**config.mk**
```make
export PLATFORM = sky130hd
export DESIGN_NAME = mem_stage_lsu_flat
export DESIGN_NICKNAME = d
export VERILOG_FILES = /design/src/rtl/mem_stage_lsu_pkg.sv /design/src/rtl/mem_stage_lsu_if.sv /design/src/rtl/mem_stage_lsu_lane_align.sv /design/src/rtl/mem_stage_lsu.sv /design/src/flat_wrapper.sv
export SDC_FILE = /design/constraint.sdc
export NUM_CORES = 1
export LEC_CHECK = 0
export CAP_MARGIN = 20
export CORE_UTILIZATION = 40
export CTS_CLUSTER_SIZE = 12
export DETAILED_ROUTE_END_ITERATION = 6
export PLACE_DENSITY = 0.81
export SLEW_MARGIN = 20
export SYNTH_ARGS = -nofsm -noshare
export SYNTH_HDL_FRONTEND = slang
export SYNTH_SLANG_ARGS = --single-unit
```
**constraint.sdc**
```tcl
create_clock -name clk -period 3.8 [get_ports clk]
set_input_delay 1.14 -clock clk [delete_from_list [all_inputs] [get_ports clk]]
set_output_delay 1.14 -clock clk [all_outputs]
set_load 0.02 [all_outputs]
```
**src/rtl/mem_stage_lsu_pkg.sv**
```systemverilog
// Shared encodings for the memory stage: ResultSrc, Funct3 access sizes and LSU FSM states.
// Pure definitions, no logic.
package core_pkg;
  localparam logic [1:0] RES_ALU = 2'b00;
  localparam logic [1:0] RES_MEM = 2'b01;
  localparam logic [1:0] RES_PC4 = 2'b10;

  localparam logic [2:0] F3_B  = 3'b000;
  localparam logic [2:0] F3_H  = 3'b001;
  localparam logic [2:0] F3_W  = 3'b010;
  localparam logic [2:0] F3_BU = 3'b100;
  localparam logic [2:0] F3_HU = 3'b101;

  typedef enum logic [1:0] {IDLE, REQ, RESP} lsu_state_t;
endpackage

```
**src/rtl/mem_stage_lsu_if.sv**
```systemverilog
// Data-memory bus, req/gnt/rvalid handshake: master (LSU) holds request fields until DGnt,
// slave returns one DRValid per granted load.
interface mem_stage_lsu_if;
  logic [31:0] DAddr;
  logic        DReq;
  logic        DWe;
  logic [3:0]  DBe;
  logic [31:0] DWData;
  logic        DGnt;
  logic        DRValid;
  logic [31:0] DRData;

  modport master (output DAddr, DReq, DWe, DBe, DWData, input DGnt, DRValid, DRData);
  modport slave  (input DAddr, DReq, DWe, DBe, DWData, output DGnt, DRValid, DRData);
endinterface

```
**src/rtl/mem_stage_lsu_lane_align.sv**
```systemverilog
// Byte/half lane steering for stores and lane extract plus sign/zero extension for loads.
// Purely combinational, no latency, no backpressure.
module mem_lane_align
  import core_pkg::*;
(
  input  logic [2:0]  funct3,
  input  logic [1:0]  addr_lo,
  input  logic [31:0] wdata,
  input  logic [31:0] rdata,
  output logic [3:0]  be,
  output logic [31:0] wdata_lane,
  output logic [31:0] rdata_ext
);
  logic [7:0]  rbyte;
  logic [15:0] rhalf;

  always_comb begin
    case (addr_lo)
      2'd0:    rbyte = rdata[7:0];
      2'd1:    rbyte = rdata[15:8];
      2'd2:    rbyte = rdata[23:16];
      default: rbyte = rdata[31:24];
    endcase
    rhalf = addr_lo[1] ? rdata[31:16] : rdata[15:0];

    // Undefined encodings fall through to word behaviour.
    be         = 4'b1111;
    wdata_lane = wdata;
    rdata_ext  = rdata;
    case (funct3)
      F3_B, F3_BU: begin
        be         = 4'b0001 << addr_lo;
        wdata_lane = {4{wdata[7:0]}};
        rdata_ext  = (funct3 == F3_B) ? {{24{rbyte[7]}}, rbyte} : {24'b0, rbyte};
      end
      F3_H, F3_HU: begin
        be         = 4'b0011 << addr_lo;
        wdata_lane = {2{wdata[15:0]}};
        rdata_ext  = (funct3 == F3_H) ? {{16{rhalf[15]}}, rhalf} : {16'b0, rhalf};
      end
      default: ;
    endcase
  end
endmodule

```
**src/rtl/mem_stage_lsu.sv**
```systemverilog
// M-stage LSU and MEM/WB register: 1 cycle for non-memory ops, stores 1+grant wait, loads >= 2.
// StallM freezes upstream while a request waits for DGnt or a load waits for DRValid.
module mem_stage_lsu
  import core_pkg::*;
#(
  parameter int TIMEOUT_CYCLES = 255,
  parameter int TIMEOUT_W      = 8
) (
  input  logic            clk,
  input  logic            reset,
  input  logic [1:0]      ResultSrcM,
  input  logic            RegWriteM,
  input  logic            MemWriteM,
  input  logic [2:0]      Funct3M,
  input  logic [31:0]     ALUResultM,
  input  logic [31:0]     WriteDataM,
  input  logic [4:0]      RdM,
  input  logic [31:0]     PCPlus4M,
  mem_stage_lsu_if.master dbus,
  output logic            StallM,
  output logic            MisalignM,
  output logic            BusErrM,
  output logic [1:0]      ResultSrcW,
  output logic            RegWriteW,
  output logic [31:0]     ALUResultW,
  output logic [31:0]     ReadDataW,
  output logic [4:0]      RdW,
  output logic [31:0]     PCPlus4W
);
  localparam logic [TIMEOUT_W-1:0] TMAX = TIMEOUT_W'(TIMEOUT_CYCLES - 1);

  lsu_state_t           state;
  logic [TIMEOUT_W-1:0] tcnt;
  logic                 is_store, access, misaligned, mis_pulse, ld_done;
  logic                 req, stall, timeout;
  logic [3:0]           be;
  logic [31:0]          wd_lane, rd_ext;

  mem_lane_align u_align (
    .funct3    (Funct3M),
    .addr_lo   (ALUResultM[1:0]),
    .wdata     (WriteDataM),
    .rdata     (dbus.DRData),
    .be        (be),
    .wdata_lane(wd_lane),
    .rdata_ext (rd_ext)
  );

  assign is_store   = MemWriteM;
  assign access     = (ResultSrcM == RES_MEM) || is_store;
  // Funct3[1:0]: 00 byte, 01 half, 1x word (covers the undefined encodings too).
  assign misaligned = access && ((Funct3M[1:0] == 2'b01 && ALUResultM[0]) ||
                                 (Funct3M[1] && ALUResultM[1:0] != 2'b00));
  assign mis_pulse  = (state == IDLE) && misaligned;
  assign ld_done    = (state == RESP) && dbus.DRValid;

  always_comb begin
    req     = 1'b0;
    stall   = 1'b0;
    timeout = 1'b0;
    case (state)
      IDLE: begin
        req   = access && !misaligned;
        stall = req && !(is_store && dbus.DGnt);
      end
      REQ: begin
        req     = 1'b1;
        timeout = !dbus.DGnt && (tcnt == TMAX);
        stall   = !(dbus.DGnt && is_store) && !timeout;
      end
      RESP: begin
        timeout = !dbus.DRValid && (tcnt == TMAX);
        stall   = !dbus.DRValid && !timeout;
      end
      default: ;
    endcase
  end

  assign dbus.DAddr  = {ALUResultM[31:2], 2'b00};
  assign dbus.DReq   = reset && req;
  assign dbus.DWe    = reset && req && is_store;
  assign dbus.DBe    = (reset && req) ? be : 4'b0000;
  assign dbus.DWData = wd_lane;
  assign StallM      = reset && stall;

  always_ff @(posedge clk) begin
    if (!reset) begin
      state      <= IDLE;
      tcnt       <= '0;
      MisalignM  <= 1'b0;
      BusErrM    <= 1'b0;
      ResultSrcW <= RES_ALU;
      RegWriteW  <= 1'b0;
      ALUResultW <= 32'b0;
      ReadDataW  <= 32'b0;
      RdW        <= 5'b0;
      PCPlus4W   <= 32'b0;
    end else begin
      MisalignM <= mis_pulse;
      BusErrM   <= timeout;
      case (state)
        IDLE: begin
          tcnt <= '0;
          if (req) state <= dbus.DGnt ? (is_store ? IDLE : RESP) : REQ;
        end
        REQ: begin
          tcnt <= tcnt + 1'b1;
          if (dbus.DGnt)   state <= is_store ? IDLE : RESP;
          else if (timeout) state <= IDLE;
        end
        RESP: begin
          tcnt <= tcnt + 1'b1;
          if (dbus.DRValid || timeout) state <= IDLE;
        end
        default: state <= IDLE;
      endcase

      // Stalled, misaligned and timed-out cycles retire a bubble; other W fields hold.
      if (stall || mis_pulse || timeout) begin
        RegWriteW  <= 1'b0;
        ResultSrcW <= RES_ALU;
      end else begin
        RegWriteW  <= RegWriteM;
        ResultSrcW <= ResultSrcM;
        ALUResultW <= ALUResultM;
        RdW        <= RdM;
        PCPlus4W   <= PCPlus4M;
        if (ld_done) ReadDataW <= rd_ext;
      end
    end
  end
endmodule
```
**src/flat_wrapper.sv**
```systemverilog
// flat-port wrapper written by rule: the top's interface ports become plain ports
module mem_stage_lsu_flat import core_pkg::*;
#(
  parameter int TIMEOUT_CYCLES = 255,
  parameter int TIMEOUT_W      = 8
)
  (clk, reset, ResultSrcM, RegWriteM, MemWriteM, Funct3M, ALUResultM, WriteDataM, RdM, PCPlus4M, StallM, MisalignM, BusErrM, ResultSrcW, RegWriteW, ALUResultW, ReadDataW, RdW, PCPlus4W, dbus_DAddr, dbus_DReq, dbus_DWe, dbus_DBe, dbus_DWData, dbus_DGnt, dbus_DRValid, dbus_DRData);
  mem_stage_lsu_if dbus_i ();
  input  logic clk;
  input  logic reset;
  input  logic [1:0] ResultSrcM;
  input  logic RegWriteM;
  input  logic MemWriteM;
  input  logic [2:0] Funct3M;
  input  logic [31:0] ALUResultM;
  input  logic [31:0] WriteDataM;
  input  logic [4:0] RdM;
  input  logic [31:0] PCPlus4M;
  output logic StallM;
  output logic MisalignM;
  output logic BusErrM;
  output logic [1:0] ResultSrcW;
  output logic RegWriteW;
  output logic [31:0] ALUResultW;
  output logic [31:0] ReadDataW;
  output logic [4:0] RdW;
  output logic [31:0] PCPlus4W;
  output wire logic [$bits(dbus_i.DAddr)-1:0] dbus_DAddr;
  output wire logic [$bits(dbus_i.DReq)-1:0] dbus_DReq;
  output wire logic [$bits(dbus_i.DWe)-1:0] dbus_DWe;
  output wire logic [$bits(dbus_i.DBe)-1:0] dbus_DBe;
  output wire logic [$bits(dbus_i.DWData)-1:0] dbus_DWData;
  input wire logic [$bits(dbus_i.DGnt)-1:0] dbus_DGnt;
  input wire logic [$bits(dbus_i.DRValid)-1:0] dbus_DRValid;
  input wire logic [$bits(dbus_i.DRData)-1:0] dbus_DRData;
  assign dbus_DAddr = dbus_i.DAddr;
  assign dbus_DReq = dbus_i.DReq;
  assign dbus_DWe = dbus_i.DWe;
  assign dbus_DBe = dbus_i.DBe;
  assign dbus_DWData = dbus_i.DWData;
  assign dbus_i.DGnt = dbus_DGnt;
  assign dbus_i.DRValid = dbus_DRValid;
  assign dbus_i.DRData = dbus_DRData;
  mem_stage_lsu #(.TIMEOUT_CYCLES(TIMEOUT_CYCLES), .TIMEOUT_W(TIMEOUT_W)) u_core (.clk(clk), .reset(reset), .ResultSrcM(ResultSrcM), .RegWriteM(RegWriteM), .MemWriteM(MemWriteM), .Funct3M(Funct3M), .ALUResultM(ALUResultM), .WriteDataM(WriteDataM), .RdM(RdM), .PCPlus4M(PCPlus4M), .dbus(dbus_i), .StallM(StallM), .MisalignM(MisalignM), .BusErrM(BusErrM), .ResultSrcW(ResultSrcW), .RegWriteW(RegWriteW), .ALUResultW(ALUResultW), .ReadDataW(ReadDataW), .RdW(RdW), .PCPlus4W(PCPlus4W));
endmodule
```
# ---- Yosys cells after proc, flatten, opt, wreduce, memory -nomap -nowiden
# Cells that the tools add are included.
dict set report classes {
  addsub 1
  n_mul 0
  div_mod_pow 0
  order_cmp 0
  n_eq_ne 13
  shifts 2
  mux 19
  bitwise_logic 2
  n_reduce_logical 37
}
# cell count
set op_table {}
lappend op_table {{$pmux 32 s2} 2}
lappend op_table {{$mux 32} 2}
lappend op_table {{$pmux 8 s3} 1}
lappend op_table {{$mux 16} 1}
lappend op_table {{$pmux 8 s2} 1}
lappend op_table {{$logic_and 1x1->1} 15}
lappend op_table {{$mux 2} 6}
lappend op_table {{$add 8x1->8 const B} 1}
lappend op_table {{$eq 2x1->1 const B} 4}
lappend op_table {{$eq 8x8->1 const B} 1}
lappend op_table {{$pmux 4 s2} 1}
lappend op_table {{$reduce_or 2->1} 4}
lappend op_table {{$eq 3x3->1 const B} 2}
lappend op_table {{$logic_not 1->1} 6}
lappend op_table {{$pmux 2 s3} 1}
lappend op_table {{$logic_or 1x1->1} 5}
lappend op_table {{$eq 2x2->1 const B} 2}
lappend op_table {{$logic_not 2->1} 2}
lappend op_table {{$mux 4} 1}
lappend op_table {{$pmux 1 s2} 2}
lappend op_table {{$reduce_bool 2->1} 2}
lappend op_table {{$shl 1x2->4 const A} 1}
lappend op_table {{$shl 2x2->4 const A} 1}
lappend op_table {{$eq 3x1->1 const B} 1}
lappend op_table {{8 further kinds} 9}
dict set report totals {
  reg_bits 116
  latch_bits 0
  ramBits 0
  mem_bits_ro 0
  output_inout_bits 177
  elab_cells 84
  memories 0
}

# ---- Longest topological paths before layout
# Gate-level depths: netlist (run 1).
dict set report logic_depth {
  word_depth 12
  depth_mapped 9
  mapped_depth_nobuf 7
}

# ---- By module
# From an unflattened synthesis (run 1), not the netlist that was laid out.
dict set report unflattened {
  cells_unflattened 747
  hier_area_um2 6299.8
}
# mod instances cells_per_inst area_each_um2
set modules_own_cells {}
lappend modules_own_cells {mem_stage_lsu 1 570 5193.7}
lappend modules_own_cells {mem_lane_align 1 177 1106.1}

# ---- Worst setup path before layout (run 1)
# Ideal clock, no wire load.
dict set report synth_timing {
  path_type {input to output}
  startpoint {input Funct3M[0]}
  endpoint {output dbus_DWData[24]}
  t_arrival_ns 2.620
  required_ns 2.660
  path_slack_ns 0.040
  path_stages 5
  n_path_buf 3
  path_cell_list {buf_2 > clkbuf_1 > clkbuf_1 > mux2i_1 > o21ai_0}
}
dict set report synth_between {
  elab_chain_cells 3
}
# element line_no
set synth_lines {}
lappend synth_lines {{start: declaration} flat_wrapper.sv:14} ;# input logic [2:0] Funct3M;
lappend synth_lines {{$eq 3x1->1, or another cell as far along} mem_stage_lsu_lane_align.sv:30} ;# case (funct3)
lappend synth_lines {{$reduce_or 2->1} mem_stage_lsu_lane_align.sv:30}
lappend synth_lines {{$pmux 32 s2 (*)} mem_stage_lsu_lane_align.sv:30}
lappend synth_lines {{end: declaration} flat_wrapper.sv:32} ;# output wire logic [$bits(dbus_i.DWData)-1:0] dbus_DWData;
# Mark *: on every way between the ends. The rest lies on a longest branch, timed or not.

# ---- Final worst setup path (run 1)
dict set report layout_timing {
  startpoint {input ALUResultM[1]}
  endpoint {output dbus_DReq}
}
dict set report layout_between {
  elab_chain_cells 8
}
# element line_no
set layout_lines {}
lappend layout_lines {{start: declaration} flat_wrapper.sv:15} ;# input logic [31:0] ALUResultM;
lappend layout_lines {{$reduce_bool 2->1} mem_stage_lsu.sv:53} ;# (Funct3M[1] && ALUResultM[1:0] != 2'b00));
lappend layout_lines {{$logic_and 1x1->1} mem_stage_lsu.sv:53}
lappend layout_lines {{$logic_or 1x1->1} mem_stage_lsu.sv:52} ;# assign misaligned = access && ((Funct3M[1:0] == 2'b01 && ALUResultM[0]) ||
lappend layout_lines {{$logic_and 1x1->1} mem_stage_lsu.sv:52}
lappend layout_lines {{$logic_not 1->1} mem_stage_lsu.sv:63} ;# req = access && !misaligned;
lappend layout_lines {{$logic_and 1x1->1} mem_stage_lsu.sv:63}
lappend layout_lines {{$pmux 1 s2} mem_stage_lsu.sv:61} ;# case (state)
lappend layout_lines {{$logic_and 1x1->1} mem_stage_lsu.sv:80} ;# assign dbus.DReq = reset && req;
lappend layout_lines {{end: declaration} flat_wrapper.sv:29} ;# output wire logic [$bits(dbus_i.DReq)-1:0] dbus_DReq;
# Every way passes these cells.

==> summary.txt, run 1 <==
Flow run
  • Max-cap viol count: 0

Clock tree
  • CTS Buf Count: 17
  • Post-CTS Setup Inserts: 0
  • Clk Latency, worst-skew pair: 0.41 ns
  • Post-cts hold buffer count: 0
  • Reg clk slew, reported paths: 0.05 ns
  • CTS Buffer Depth: 2
  • CTS tree: yes
  • Root buffer cell: clkbuf_16
  • H-tree depth: 4
  • Clock sink total: 116

Synthesis
  • Syn. warnings: 0
  • Post-synthesis cell type count: 42
  • Ys flop type: dfxtp_1
  • Flip-flop and latch count after synthesis: 116
  • Seq/Total Area, Yosys: 37.6%
  • Async set or reset register ratio after synthesis: 0%
  • Syn Std Cell Area: 6170 um^2
  • Syn Area/Cell: 8.59 um^2
  • Cells after Synth: 719
  • EDFF count, synth: 0

Worst setup path
  • Startpoint type of the worst setup path: input pin
  • Worst R2R Start: u_core.state[1]
  • R2r setup slk: 1.23 ns
  • WP data arrival: 2.57 ns
  • Reg2Reg Depth: 8
  • Worst Setup EP: dbus_DReq
  • Required time of the critical path: 2.66 ns
  • Crit path from: ALUResultM[1]
  • Crit-path max FO: 6
  • Critical path class: in2out
  • Worst R2R End: u_core.PCPlus4W[5]
  • Crit. End Element: output port

Timing
  • Setup TNS: 0 ns
  • Worst-margin pin slew: 1.07 ns
  • Min Tclk post-route: 3.71 ns
  • Final Max Tran Viols: 0
  • Final period util: 97.7%
  • Worst setup margin: 0.0873 ns
  • Max Clock Freq: 0.269 GHz
  • Clk_skew: 0.0113 ns
  • Final hold vios: 0
  • RSZ-0062 raised after global routing: no
  • Setup violations, final: 0
  • Slew margin rel.: 28.8%
  • Fin Hold WS: 0.452 ns

Placement
  • Gpl congestion: 0.855
  • HPWL after detailed placement: 14.0 mm
  • PortBufs: 318
  • Dpl cell area: 9290 um^2
  • Dpl ws: -0.432 ns

Route
  • Routed wire length: 18.5 mm
  • Vias per inst: 4.91
  • First drt pass iteration count: 5
  • Post-route antenna net violation count: 0
  • Via count: 5861
  • WL/cell: 15.5 um
  • Initial drt markers: 367
  • Residual DRC: 0

Floorplanning
  • Starting Density: 40.8%
  • Die area: 15900 um^2
  • Rows: 45
  • # IOs: 321
  • Core area: 15100 um^2
  • Die H: 126 um
  • Die width: 126 um

Power and ir drop
  • Final total power: 4430 uW
  • Leak: 0.00431 uW
  • VDD IR max: 0.000319 V
  • Power Dens Cells: 446 nW/um^2

GRT
  • Largest net degree at the start of global routing: 117
  • Total grt overflow: 0
  • Global Route Usage Sum: 22.9%
  • Vias in the first global route: 5644
  • First-pass GRT wire length: 28.5 mm
  • Initial antenna violation count: 0

Layout
  • # nets final: 1143
  • Fin area: 9930 um^2
  • Share of cells above drive strength 1: 8.86%
  • Number of diodes: 0
  • Syn-to-layout area delta: 60.9%

Worst hold path
  • Worst min-delay path class: reg2reg

Run status
  • Status: finished clean
## final cells by class
cell class / instances / area (um^2)
Sequential cell: 116 / 2320
Clock inverter: 9 / 199
Multi-Input combinational cell: 507 / 3300
Clock buffer: 23 / 468
Tap cell: 188 / 235
Inverter: 6 / 22.5
Fill cell: 1262 / 5210
Timing Repair Buffer: 344 / 3390
## per-stage QoR
step	util [%]	cells
after global routing	65.6	1193
after CTS	65.7	1193
after detailed placement	61.3	1161
after global placement	61.3	1161
final	65.6	1193
after floorplan	-	720
## layer usage
| layer | wire [um] | vias to the layer above | global-route usage, % |
|---|---|---|---|
| met5 | 0 | - | 0 |
| met4 | 263 | 0 | 6.87 |
| met3 | 1300 | 18 | 6.50 |
| met2 | 9290 | 238 | 41.4 |
| met1 | 7670 | 2669 | 26.1 |
| li1 | - | 2936 | - |
## layout by cell type, fill, tap and decap left out, types with 6 or more instances in the layout
cell             Yosys  final
dlygate4sd2_1        0     15
mux2_2              18     18
nor2_1              16     16
o21ai_0             32     32
a21oi_1             17     17
mux2i_1            113    113
dfxtp_1            116    116
bufinv_16            0      6
nor3b_1              7      7
nand2_1            191    191
clkdlybuf4s50_1      0    292
and2_1              21     21
a21o_1               6      6
buf_2                3      7
buf_4               44     20
o221ai_1             9      9
clkbuf_16            0     17
nor2b_1             14     14
inv_1                6      6
ha_1                 7      7
a221o_1              6      6
## worst min-delay path by stage
| stage | from | endpoint | slack (ns) | depth (start not counted) |
|---|---|---|---|---|
| after detailed placement | u_core.ALUResultW[22] | u_core.ALUResultW[22] | 0.45 | 2 |
| after global placement | u_core.ALUResultW[22] | u_core.ALUResultW[22] | 0.44 | 2 |
| final | u_core.PCPlus4W[9] | u_core.PCPlus4W[9] | 0.45 | 2 |
| after global routing | u_core.ReadDataW[26] | u_core.ReadDataW[26] | 0.47 | 2 |
| after floorplan | u_core.tcnt[6] | u_core.tcnt[6] | 0.47 | 2 |
| after CTS | u_core.PCPlus4W[9] | u_core.PCPlus4W[9] | 0.46 | 2 |
## synthesized netlist by cell type (7+ instances only)
library cell / n / share of area (%)
mux2i_1: 113 / 18
o21ai_0: 32 / 2.6
and2_1: 21 / 2.1
o221ai_1: 9 / 1.3
buf_4: 44 / 5.3
dfxtp_1: 116 / 38
nand2_1: 191 / 12
nor2_1: 16 / 0.97
nor3b_1: 7 / 0.85
a21oi_1: 17 / 1.4
mux2_2: 18 / 3.3
nor2b_1: 14 / 1.4
buf_6: 7 / 1.3
ha_1: 7 / 1.4
clkbuf_1: 37 / 2.2
## cell families after synthesis
family                     share of synthesized area (%)
and+or+nand+nor                                     19.8
muxes                                               22.0
DFF                                                 37.6
buffers and inverters                               9.48
AOI/OAI and AO/OA                                   8.83
adders and majority gates                           1.42
xor gates and xnor gates                           0.851
other                                             0.0607
## critical path, stage by stage
cell,delay (ns)
clkdlybuf4s50_1,0.47
a21oi_1,0.08
or3_1,0.36
and3_4,0.20
dlygate4sd2_1,0.32
## flip-flops by register name, indices dropped and copies added, names as in the netlist
| signal | flops |
|---|---|
| u_core.MisalignM | 1 |
| u_core.PCPlus4W | 32 |
| u_core.RdW | 5 |
| u_core.tcnt | 8 |
| u_core.BusErrM | 1 |
| u_core.ALUResultW | 32 |
| u_core.ResultSrcW | 2 |
| u_core.ReadDataW | 32 |
| u_core.state | 2 |
| u_core.RegWriteW | 1 |
## what timing repair did
item	4_1_cts	5_1_grt
setup endpoints to repair	23	9
resized for setup	42	10
pin swaps	0	2
gates cloned	0	0
## where the power goes
group | switching [uW] | internal (uW)
Combinational | 607 | 630
Sequential | 57.2 | 1340
Clock | 540 | 1260
Note: power is estimated with default switching activity, not from simulation.
==> inputs of run 2 (changes only) <==
- CORE_MARGIN: default -> 2
==> run 2 against run 1 <==
Against the previous run:
- global-route usage down 0.061 points
- non-clock buffer count is 1 higher
- maximum frequency decreased by 1.4%
- core utilization down 0.23 points
- design area is 0.35% lower
- setup slack got worse by 0.053 ns
- die area grew 3.2%
- sequential share of layout area rose by 0.083 points
- sequential power hardly changed
- clock power decreased by 4%
- cell count about the same
- critical path depth did not move
==> summary.txt, run 2 (same netlist as run 1, synthesis figures left out) <==
Run status
  • Status: finished clean (unchanged)

Layout
  • Syn-to-layout area delta: 60.3% (was 60.9%)
  • Most frequent cells in the layout: clkdlybuf4s50_1, nand2_1, dfxtp_1 (unchanged)
  • Share of cells above drive strength 1: 9.24% (was 8.86%)
  • Leading cell type in the layout, fill and taps excluded: clkdlybuf4s50_1 (unchanged)
  • Number of diodes: 0 (unchanged)
  • Regs by FF count: u_core.ALUResultW: 32 flops, u_core.PCPlus4W: 32 flops, u_core.ReadDataW: 32 flops (unchanged)
  • # nets final: 1144 (was 1143)

Worst setup path
  • Worst R2R End: u_core.RdW[2] (was u_core.PCPlus4W[5])
  • Required time of the critical path: 2.66 ns (about the same)
  • Slowest CP cell: clkdlybuf4s50_1 (unchanged)
  • Crit. End Element: output port (unchanged)
  • Crit path from: Funct3M[0] (was ALUResultM[1])
  • Startpoint type of the worst setup path: input pin (unchanged)
  • Critical path's top delay family: buffers and inverters (unchanged)
  • Crit-path max FO: 6 (unchanged)
  • Worst R2R Start: u_core.state[1] (unchanged)
  • Worst Setup EP: dbus_DReq (unchanged)
  • R2r setup slk: 1.22 ns (was 1.23 ns)
  • Critical path class: in2out (unchanged)
  • Crit path cell chain: clkdlybuf4s50_1, nor2_2, or3_4, and3_4, dlygate4sd2_1 (was clkdlybuf4s50_1, a21oi_1, or3_1, and3_4, dlygate4sd2_1)
  • Critical path depth: 5 (unchanged)
  • Reg2Reg Depth: 8 (unchanged)
  • WP data arrival: 2.63 ns (was 2.57 ns)
  • Critical path buffer and inverter count: 2 (unchanged)
  • CP peak stage delay: 0.52 ns (was 0.47 ns)

Timing
  • Clk_skew: 0.00931 ns (was 0.0113 ns)
  • Min Tclk post-route: 3.77 ns (was 3.71 ns)
  • Setup violations, final: 0 (unchanged)
  • Final hold vios: 0 (unchanged)
  • Slew margin rel.: 44.2% (was 28.8%)
  • Final period util: 99.1% (was 97.7%)
  • Max Clock Freq: 0.266 GHz (was 0.269 GHz)
  • RSZ-0062 raised after global routing: no (unchanged)
  • Worst setup margin: 0.0341 ns (was 0.0873 ns)
  • Final Max Tran Viols: 0 (unchanged)
  • Worst-margin pin slew: 0.836 ns (was 1.07 ns)

Flow run
  • Max-cap viol count: 0 (unchanged)

Clock tree
  • Root buffer cell: clkbuf_16 (unchanged)
  • Reg clk slew, reported paths: 0.05 ns (about the same)
  • Post-CTS Setup Inserts: 0 (unchanged)
  • CTS Buf Count: 17 (unchanged)
  • Clk Latency, worst-skew pair: 0.41 ns (about the same)
  • Clock sink total: 116 (unchanged)
  • CTS tree: yes (unchanged)
  • CTS Buffer Depth: 2 (unchanged)
  • H-tree depth: 4 (unchanged)

Placement
  • HPWL after detailed placement: 14.4 mm (was 14.0 mm)
  • Dpl ws: -0.433 ns (was -0.432 ns)
  • Gpl congestion: 0.863 (was 0.855)
  • PortBufs: 318 (unchanged)

Route
  • WL/cell: 16.0 um (was 15.5 um)
  • Post-route antenna net violation count: 0 (unchanged)
  • Initial drt markers: 225 (was 367)
  • Via count: 5942 (was 5861)
  • Residual DRC: 0 (unchanged)
  • Routed wire length: 19.2 mm (was 18.5 mm)
  • Vias per inst: 4.98 (was 4.91)
  • First drt pass iteration count: 5 (unchanged)

GRT
  • Largest net degree at the start of global routing: 92 (was 117)
  • First-pass GRT wire length: 29.2 mm (was 28.5 mm)
  • Vias in the first global route: 5680 (was 5644)
  • Total grt overflow: 0 (unchanged)
  • Global Route Usage Sum: 22.9% (about the same)
  • Initial antenna violation count: 0 (unchanged)

Power and ir drop
  • Sw Share: 28.2% (was 27.2%)
  • Switch Pwr: 1230 uW (was 1200 uW)
  • Leak: 0.00429 uW (was 0.00431 uW)
  • Cell-internal power: 3120 uW (was 3230 uW)
  • Final total power: 4350 uW (was 4430 uW)
  • Power Dens Cells: 440 nW/um^2 (was 446 nW/um^2)
  • VDD IR max: 0.000303 V (was 0.000319 V)
  • Combinational fraction of design power: 28.3% (was 27.9%)
  • Clk pwr share: 39.7% (was 40.7%)
  • Fraction of power consumed by sequential logic: 32.0% (was 31.4%)

Worst hold path
  • Worst min-delay path class: reg2reg (unchanged)
  • Hold Path Depth: 2 (unchanged)

Floorplanning
  • Die area: 16400 um^2 (was 15900 um^2)
  • Die width: 128 um (was 126 um)
  • Starting Density: 40.8% (unchanged)
  • Die H: 128 um (was 126 um)
  • # IOs: 321 (unchanged)
  • Rows: 45 (unchanged)
  • Core area: 15100 um^2 (unchanged)
## run 2: power by group through the flow
stage	Combinational (uW)	Sequential (uW)	Clock [uW]
after global placement	1230	1410	0
final	1230	1390	1730
after CTS	1240	1390	1750
after floorplan	557	1550	0
after global routing	1310	1410	1800
after detailed placement	1240	1420	0
## run 2: repair_timing
item | 4_1_cts | 5_1_grt
cloned | 0 | 0
endpoints found under the setup margin | 23 | 10
gates resized for setup | 41 | 9
pin swaps | 0 | 2
hold buffers | 0 | 0
## run 2: stage by stage
stage          instances  hold slack (ns)  instance area [um^2]  utilization (%)  setup TNS [ns]
2_1_floorplan        720            0.467                  6180                -               0
3_3_place_gp        1162            0.442                  9270             61.2           -4.70
3_5_place_dp        1162            0.447                  9270             61.2           -5.20
4_1_cts             1194            0.455                  9900             65.4          -0.106
5_1_grt             1194            0.469                  9900             65.4               0
6_report            1194            0.454                  9900             65.4               0
## run 2: area by class of cell
cell class,count,area [um^2]
clock inverters,8,146
repair buffers,345,3370
clock buffers,24,492
well taps,188,235
flip-flops and latches,116,2320
multi-input cells,507,3310
fillers,1265,5250
inverters,6,22.5
## run 2: routing by layer
metal | vias up | track usage [%] | part of all wire [%]
met5 | - | 0 | 0
met4 | 0 | 10.5 | 3.0
met3 | 39 | 7.05 | 8.5
met2 | 262 | 40.0 | 49
met1 | 2699 | 25.3 | 39
li1 | 2942 | - | -
## run 2: worst min-delay path by stage
| stage | startpoint | to | slack, ns |
|---|---|---|---|
| 3_3_place_gp | u_core.ALUResultW[16] | u_core.ALUResultW[16] | 0.44 |
| 3_5_place_dp | u_core.ALUResultW[19] | u_core.ALUResultW[19] | 0.45 |
| 6_report | u_core.PCPlus4W[15] | u_core.PCPlus4W[15] | 0.45 |
| 5_1_grt | u_core.PCPlus4W[24] | u_core.PCPlus4W[24] | 0.47 |
| 2_1_floorplan | u_core.tcnt[6] | u_core.tcnt[6] | 0.47 |
| 4_1_cts | u_core.ALUResultW[15] | u_core.ALUResultW[15] | 0.46 |
## run 2: tightest hold or removal path, stage by stage, from the launching register on
cell	delay, ns
dfxtp_1	0.30
nand2_1	0.05
mux2i_1	0.05
==> inputs of run 3 (changes only) <==
- CORE_UTILIZATION: 40 -> 36
- PLACE_DENSITY: 0.81 -> 0.77
- RECOVER_POWER: default -> 50
- clock period: 3.8 -> 3.1 ns (I/O delays scaled with it)
==> run 3 against run 2 <==
Against the previous run:
- sequential power increased by 22%
- hold slack got worse by 0.0046 ns
- routed wire length decreased by 1.0%
- critical path depth decreased by 3
- via count about the same
- register-to-register slack got worse by 0.45 ns
- clock power increased by 20%
- core utilization decreased by 5.5 points
- non-clock buffer count increased by 8
- first-iteration DRC count increased by 18%
- setup slack got worse by 0.013 ns
- die area increased by 11%
- largest cell class unchanged
==> summary.txt, run 3 (same netlist as run 1, synthesis figures left out) <==
Route
  • Residual DRC: 0 (unchanged)
  • Via count: 5937 (was 5942)
  • Post-route antenna net violation count: 0 (unchanged)
  • Initial drt markers: 265 (was 225)
  • Vias per inst: 4.81 (was 4.98)
  • First drt pass iteration count: 4 (was 5)
  • Routed wire length: 19.0 mm (was 19.2 mm)
  • WL/cell: 15.4 um (was 16.0 um)

Power and ir drop
  • Combinational fraction of design power: 28.1% (was 28.3%)
  • Clk pwr share: 39.5% (was 39.7%)
  • Cell-internal power: 3770 uW (was 3120 uW)
  • Power Dens Cells: 525 nW/um^2 (was 440 nW/um^2)
  • Final total power: 5250 uW (was 4350 uW)
  • Switch Pwr: 1480 uW (was 1230 uW)
  • Sw Share: 28.2% (about the same)
  • VDD IR max: 0.000337 V (was 0.000303 V)
  • Leak: 0.00464 uW (was 0.00429 uW)
  • Fraction of power consumed by sequential logic: 32.3% (was 32.0%)

Worst setup path
  • Crit. End Element: output port (unchanged)
  • Required time of the critical path: 2.17 ns (was 2.66 ns)
  • Startpoint type of the worst setup path: input pin (unchanged)
  • Most common cell on crit path: clkdlybuf4s50_1
  • Crit-path max FO: 4 (was 6)
  • CP peak stage delay: 0.65 ns (was 0.52 ns)
  • Worst R2R End: u_core.ALUResultW[27] (was u_core.RdW[2])
  • Reg2Reg Depth: 8 (unchanged)
  • Critical path's top delay family: buffers and inverters (unchanged)
  • WP data arrival: 2.15 ns (was 2.63 ns)
  • Worst R2R Start: u_core.state[0] (was u_core.state[1])
  • Critical path buffer and inverter count: 2 (unchanged)
  • Slowest CP cell: clkdlybuf4s50_1 (unchanged)
  • Crit path cell chain: clkdlybuf4s50_1, clkdlybuf4s50_1 (was clkdlybuf4s50_1, nor2_2, or3_4, and3_4, dlygate4sd2_1)
  • Critical path class: in2out (unchanged)
  • R2r setup slk: 0.77 ns (was 1.22 ns)

Placement
  • Dpl cell area: 9400 um^2 (was 9270 um^2)
  • Gpl congestion: 0.842 (was 0.863)
  • PortBufs: 318 (unchanged)
  • HPWL after detailed placement: 14.6 mm (was 14.4 mm)

Timing
  • Min Tclk post-route: 3.08 ns
  • Final Max Tran Viols: 0 (unchanged)
  • RSZ-0062 raised after global routing: no (unchanged)
  • Setup TNS: 0 ns (unchanged)
  • Worst-margin pin slew: 1.11 ns (was 0.836 ns)
  • Setup violations, final: 0 (unchanged)
  • Final hold vios: 0 (unchanged)
  • Max Clock Freq: 0.325 GHz
  • Clk_skew: 0.00655 ns (was 0.00931 ns)
  • Slew margin rel.: 26.1% (was 44.2%)
  • Final period util: 99.3%

Floorplanning
  • Die H: 135 um (was 128 um)
  • Die area: 18200 um^2 (was 16400 um^2)
  • Rows: 47 (was 45)
  • Starting Density: 37.0% (was 40.8%)
  • Die width: 135 um (was 128 um)
  • # IOs: 321 (unchanged)
  • Core area: 16700 um^2 (was 15100 um^2)

Run status
  • Status: finished clean (unchanged)

Clock tree
  • CTS tree: yes (unchanged)
  • Clk Latency, worst-skew pair: 0.41 ns (about the same)
  • CTS Buf Count: 17 (unchanged)
  • Root buffer cell: clkbuf_16 (unchanged)
  • Clock sink total: 116 (unchanged)
  • CTS Buffer Depth: 2 (unchanged)
  • Reg clk slew, reported paths: 0.05 ns (about the same)
  • H-tree depth: 4 (unchanged)
  • Post-cts hold buffer count: 0 (unchanged)
  • Post-CTS Setup Inserts: 0 (unchanged)

Worst hold path
  • Worst hold start: u_core.ALUResultW[30] (was u_core.PCPlus4W[15])
  • WHS Endpoint: u_core.ALUResultW[30] (was u_core.PCPlus4W[15])
  • Worst min-delay path class: reg2reg (unchanged)
  • Hold Path Depth: 2 (unchanged)

Layout
  • Number of diodes: 0 (unchanged)
  • Share of cells above drive strength 1: 10.8% (was 9.24%)
  • Regs by FF count: u_core.ALUResultW: 32 flops, u_core.PCPlus4W: 32 flops, u_core.ReadDataW: 32 flops (unchanged)
  • Most frequent cells in the layout: nand2_1, clkdlybuf4s50_1, dfxtp_1 (was clkdlybuf4s50_1, nand2_1, dfxtp_1)
  • # nets final: 1152 (was 1144)
  • Syn-to-layout area delta: 61.9% (was 60.3%)
  • Fin area: 10000 um^2 (was 9900 um^2)
  • Leading cell type in the layout, fill and taps excluded: nand2_1 (was clkdlybuf4s50_1)

GRT
  • Initial antenna violation count: 0 (unchanged)
  • Global Route Usage Sum: 20.4% (was 22.9%)
  • First-pass GRT wire length: 29.5 mm (was 29.2 mm)
  • Total grt overflow: 0 (unchanged)
  • Vias in the first global route: 5745 (was 5680)
  • Largest net degree at the start of global routing: 80 (was 92)

Flow run
  • Max-cap viol count: 0 (unchanged)
[run 3: worst reg2reg max path: stages, from the launching register on]
cell and delay (ns):
dfxtp_1 0.38, inv_1 0.10, ha_1 0.20, nor2b_1 0.15, or2_2 0.33, a31oi_1 0.35
o21a_4 0.26, buf_12 0.24, mux2i_1 0.25
[run 3: metal layers]
metal / share of wire (%) / track usage [%] / up-vias
li1: - / - / 2954
met1: 40 / 23.9 / 2708
met2: 50 / 36.1 / 248
met3: 8.5 / 5.29 / 27
met4: 1.6 / 7.00 / 0
met5: 0 / 0 / -
[run 3: cell type report]
type,instances,area (um^2)
fill,1499,6700
clock inverter,9,150
inverter,6,22.5
clock buffer,23,478
tap,220,275
timing repair buffer,353,3420
sequential,116,2320
multi-input combinational,507,3330
[run 3: what timing repair did]
item | 4_1_cts | 5_1_grt
gates cloned | 0 | 0
setup endpoints to repair | 35 | 7
resized for setup | 88 | 7
pin swaps | 3 | 0
[run 3: per-stage QoR]
step	setup slack, ns	instances	hold slack [ns]	utilization, %
after global placement	-0.693	1202	0.442	56.3
after CTS	0.0113	1234	0.456	60.1
after floorplan	0.0353	720	0.467	-
after global routing	0.00102	1234	0.465	59.9
final	0.0207	1234	0.449	59.9
after detailed placement	-0.697	1202	0.447	56.3
[run 3: worst max-delay path by stage]
stage	start	end	slack, ns	depth (start not counted)
after floorplan	Funct3M[0]	dbus_DWe	0.04	6
after global placement	Funct3M[0]	dbus_DBe[2]	-0.69	7
after detailed placement	ALUResultM[1]	dbus_DWe	-0.70	6
after CTS	Funct3M[0]	dbus_DWData[9]	0.01	5
after global routing	Funct3M[0]	dbus_DWData[13]	0.001	5
final	WriteDataM[1]	dbus_DWData[1]	0.02	2
[run 3: power by group through the flow]
| stage | logic (uW) | clock network (uW) | registers (uW) |
|---|---|---|---|
| 2_1_floorplan | 686 | 0 | 1910 |
| 3_5_place_dp | 1550 | 0 | 1740 |
| 3_3_place_gp | 1540 | 0 | 1730 |
| 5_1_grt | 1580 | 2190 | 1710 |
| 6_report | 1480 | 2080 | 1700 |
| 4_1_cts | 1550 | 2120 | 1710 |
==> patch (flow settings as in run 3) <==
Reset style: asynchronous (`reset`), changed in one clocked block.
--- a/src/rtl/mem_stage_lsu.sv
+++ b/src/rtl/mem_stage_lsu.sv
@@ -84,5 +84,5 @@
   assign StallM      = reset && stall;
 
-  always_ff @(posedge clk) begin
+  always_ff @(posedge clk or negedge reset) begin
     if (!reset) begin
       state      <= IDLE;
Formal check against the unedited RTL: differs if reset is asserted again (counterexample within 4 cycles, from zero or initial values and one cycle with reset low); with reset held inactive, the same outputs for 4 cycles.
==> patch against run 3 <==
- cell area up 4.4%
- routed wire length decreased by 0.76%
- synthesized area rose by 3.0%
- maximum frequency is 0.48% higher
- synthesized cell count is 29% lower
- worst hold slack gained 0.028 ns
- worst setup slack better by 0.015 ns
- sequential cell count unchanged
- highest routed layer unchanged
Power is not compared: it rests on default switching activity, and its combinational part moved more than twofold at a synthesized area within 25%.
==> patch: results <==
[run_status]
status = completed

[placed_design]
io_buffers = 318
gp_congestion = 0.800
dp_hpwl_um = 14400
preCtsSetupSlack_ns = -0.832

[route]
drt_first_pass_iters = 4
routed_wl_um = 18800
met3_length_um = 1610
drt-met1-wl_um = 7460
wl_met2_um = 9240
viasPerCell = 4.74
maxUsedRoutingLayer = met4
drtIter0Drc = 264

[clocking]
cts_setup_buffers = 0
clock_path_buffers = 2
clk_latency_ns = 0.41
cts_root_buf = clkbuf_16
cts_buffers = 17
htreeDepth = 4
clk_pin_slew_worst_paths_ns = 0.05

[synthesis]
ys_seq_area_share_pct = 45.6
ys.warnings.count = 0
synth_area_leaders = dfrtp_1 (46%), mux2_4 (16%), mux2_2 (5.8%)
ys_types = 51
synth.cells.most_frequent = dfrtp_1 (116), mux2_4 (67), buf_4 (42), mux2_2 (33), mux2i_1 (33)
synth-edff-count = 0
async_reset_ff_share_pct = 100

[global_route]
first_global_vias = 5359
grt_max_degree = 74
antenna_found_initial = 1
grt_pass1_wl_um = 28200
grt_usage_pct = 19.6

[setup_path]
cp.arrival_ns = 2.13
r2r_start = u_core.state[0]$_DFFE_PN0P_
cp-startpoint = WriteDataM[2]
max_stage_delay_ns = 0.47
worst-path-max-fanout = 3
slowest_stage = clkdlybuf4s50_1

[power]
peakVddDrop_uv = 604
power_leakage_uw = 0.00475

[finish]
nFillCells = 1421
reg.largest.list = u_core.ALUResultW (32), u_core.PCPlus4W (32), u_core.ReadDataW (32)
layout-drive-gt1-share_pct = 26.1
nets = 984

[timing]
clock_skew_ns = 0.00772
tightest_slew_ns = 1.02

[hold_path]
min_from = u_core.ReadDataW[10]$_DFFE_PN0P_
hold_class = register to register

[flow_run]
cap_violations = 0
==> patch: changes by cell type in the layout (fill, tap and decap cells not counted), sizes merged, moves of 22 or more <==
| cell | delta |
|---|---|
| nand2 | -166 |
| clkdlybuf4s50 | +29 |
| inv | +22 |
| mux2i | -80 |
| mux2 | +85 |
| dfxtp | -116 |
| dfrtp | +116 |
| dlygate4sd3 | -31 |
==> patch: what timing repair did <==
action                     4_1_cts  5_1_grt
resized for setup               95       14
setup endpoints to repair       35       12
pin swaps                        1        3
gates cloned                     0        0
hold buffers                     0        0
==> patch: report_power, final <==
part | total, uW | switching (uW) | internal, uW
logic | 4850 | 2260 | 2580
clock network | 2240 | 709 | 1530
registers | 2590 | 363 | 2220
==> patch: final cells by class <==
| cell class | count | share of cell area [%] |
|---|---|---|
| Timing Repair Buffer | 371 | 34.5 |
| Sequential cell | 116 | 27.8 |
| Multi-Input combinational cell | 299 | 27.5 |
| Clock buffer | 20 | 4.28 |
| Tap cell | 225 | 2.70 |
| Clock inverter | 12 | 2.18 |
| Inverter | 28 | 1.01 |
| Antenna cell | 1 | 0.0240 |
==> patch: logic make-up after synthesis <==
group                    after synthesis  synth area share, %
XOR/XNOR                               1                0.138
buffers and inverters                 95                 10.1
other                                  1               0.0589
AND/OR/NAND/NOR                       77                 6.29
multiplexers                         137                 27.7
AO/OA/AOI/OAI                         75                 8.63
flip-flops                           116                 45.6
adder cells (fa/ha/maj)                7                 1.38
==> patch: through the flow <==
stage               area, sq um  instances  utilization (%)  setup TNS (ns)
floorplan                  6380        510                -               0
global placement           9750       1039             56.4          -32.96
detailed placement         9750       1039             56.4          -34.59
CTS                       10400       1071             60.3               0
global route              10400       1072             60.3               0
finish                    10400       1072             60.3               0
==> patch: final timing paths <==
kind | to | slack (ns) | cells past startpoint
max in group asynchronous | u_core.ALUResultW[24]$_DFFE_PN0N_ | 0.76 | 3
worst min register to register | u_core.ReadDataW[10]$_DFFE_PN0P_ | 0.48 | 1
worst max-delay path | dbus_DWData[18] | 0.04 | 4
worst max register to register | u_core.PCPlus4W[2]$_DFFE_PN0N_ | 0.77 | 9
min in group asynchronous | u_core.ALUResultW[4]$_DFFE_PN0N_ | 0.82 | 2
worst min-delay path | u_core.ReadDataW[10]$_DFFE_PN0P_ | 0.48 | 1
==> patch: per-layer routing <==
layer	GRT usage, %	up-vias
li1	-	2399
met1	22.9	2404
met2	33.6	240
met3	5.70	36
met4	8.36	0
met5	0	-
==> patch: worst max-delay path, delay by kind of cell <==
| family | cells | cell delay (ns) |
|---|---|---|
| buffers and inverters | 3 | 0.95 |
| muxes | 1 | 0.25 |
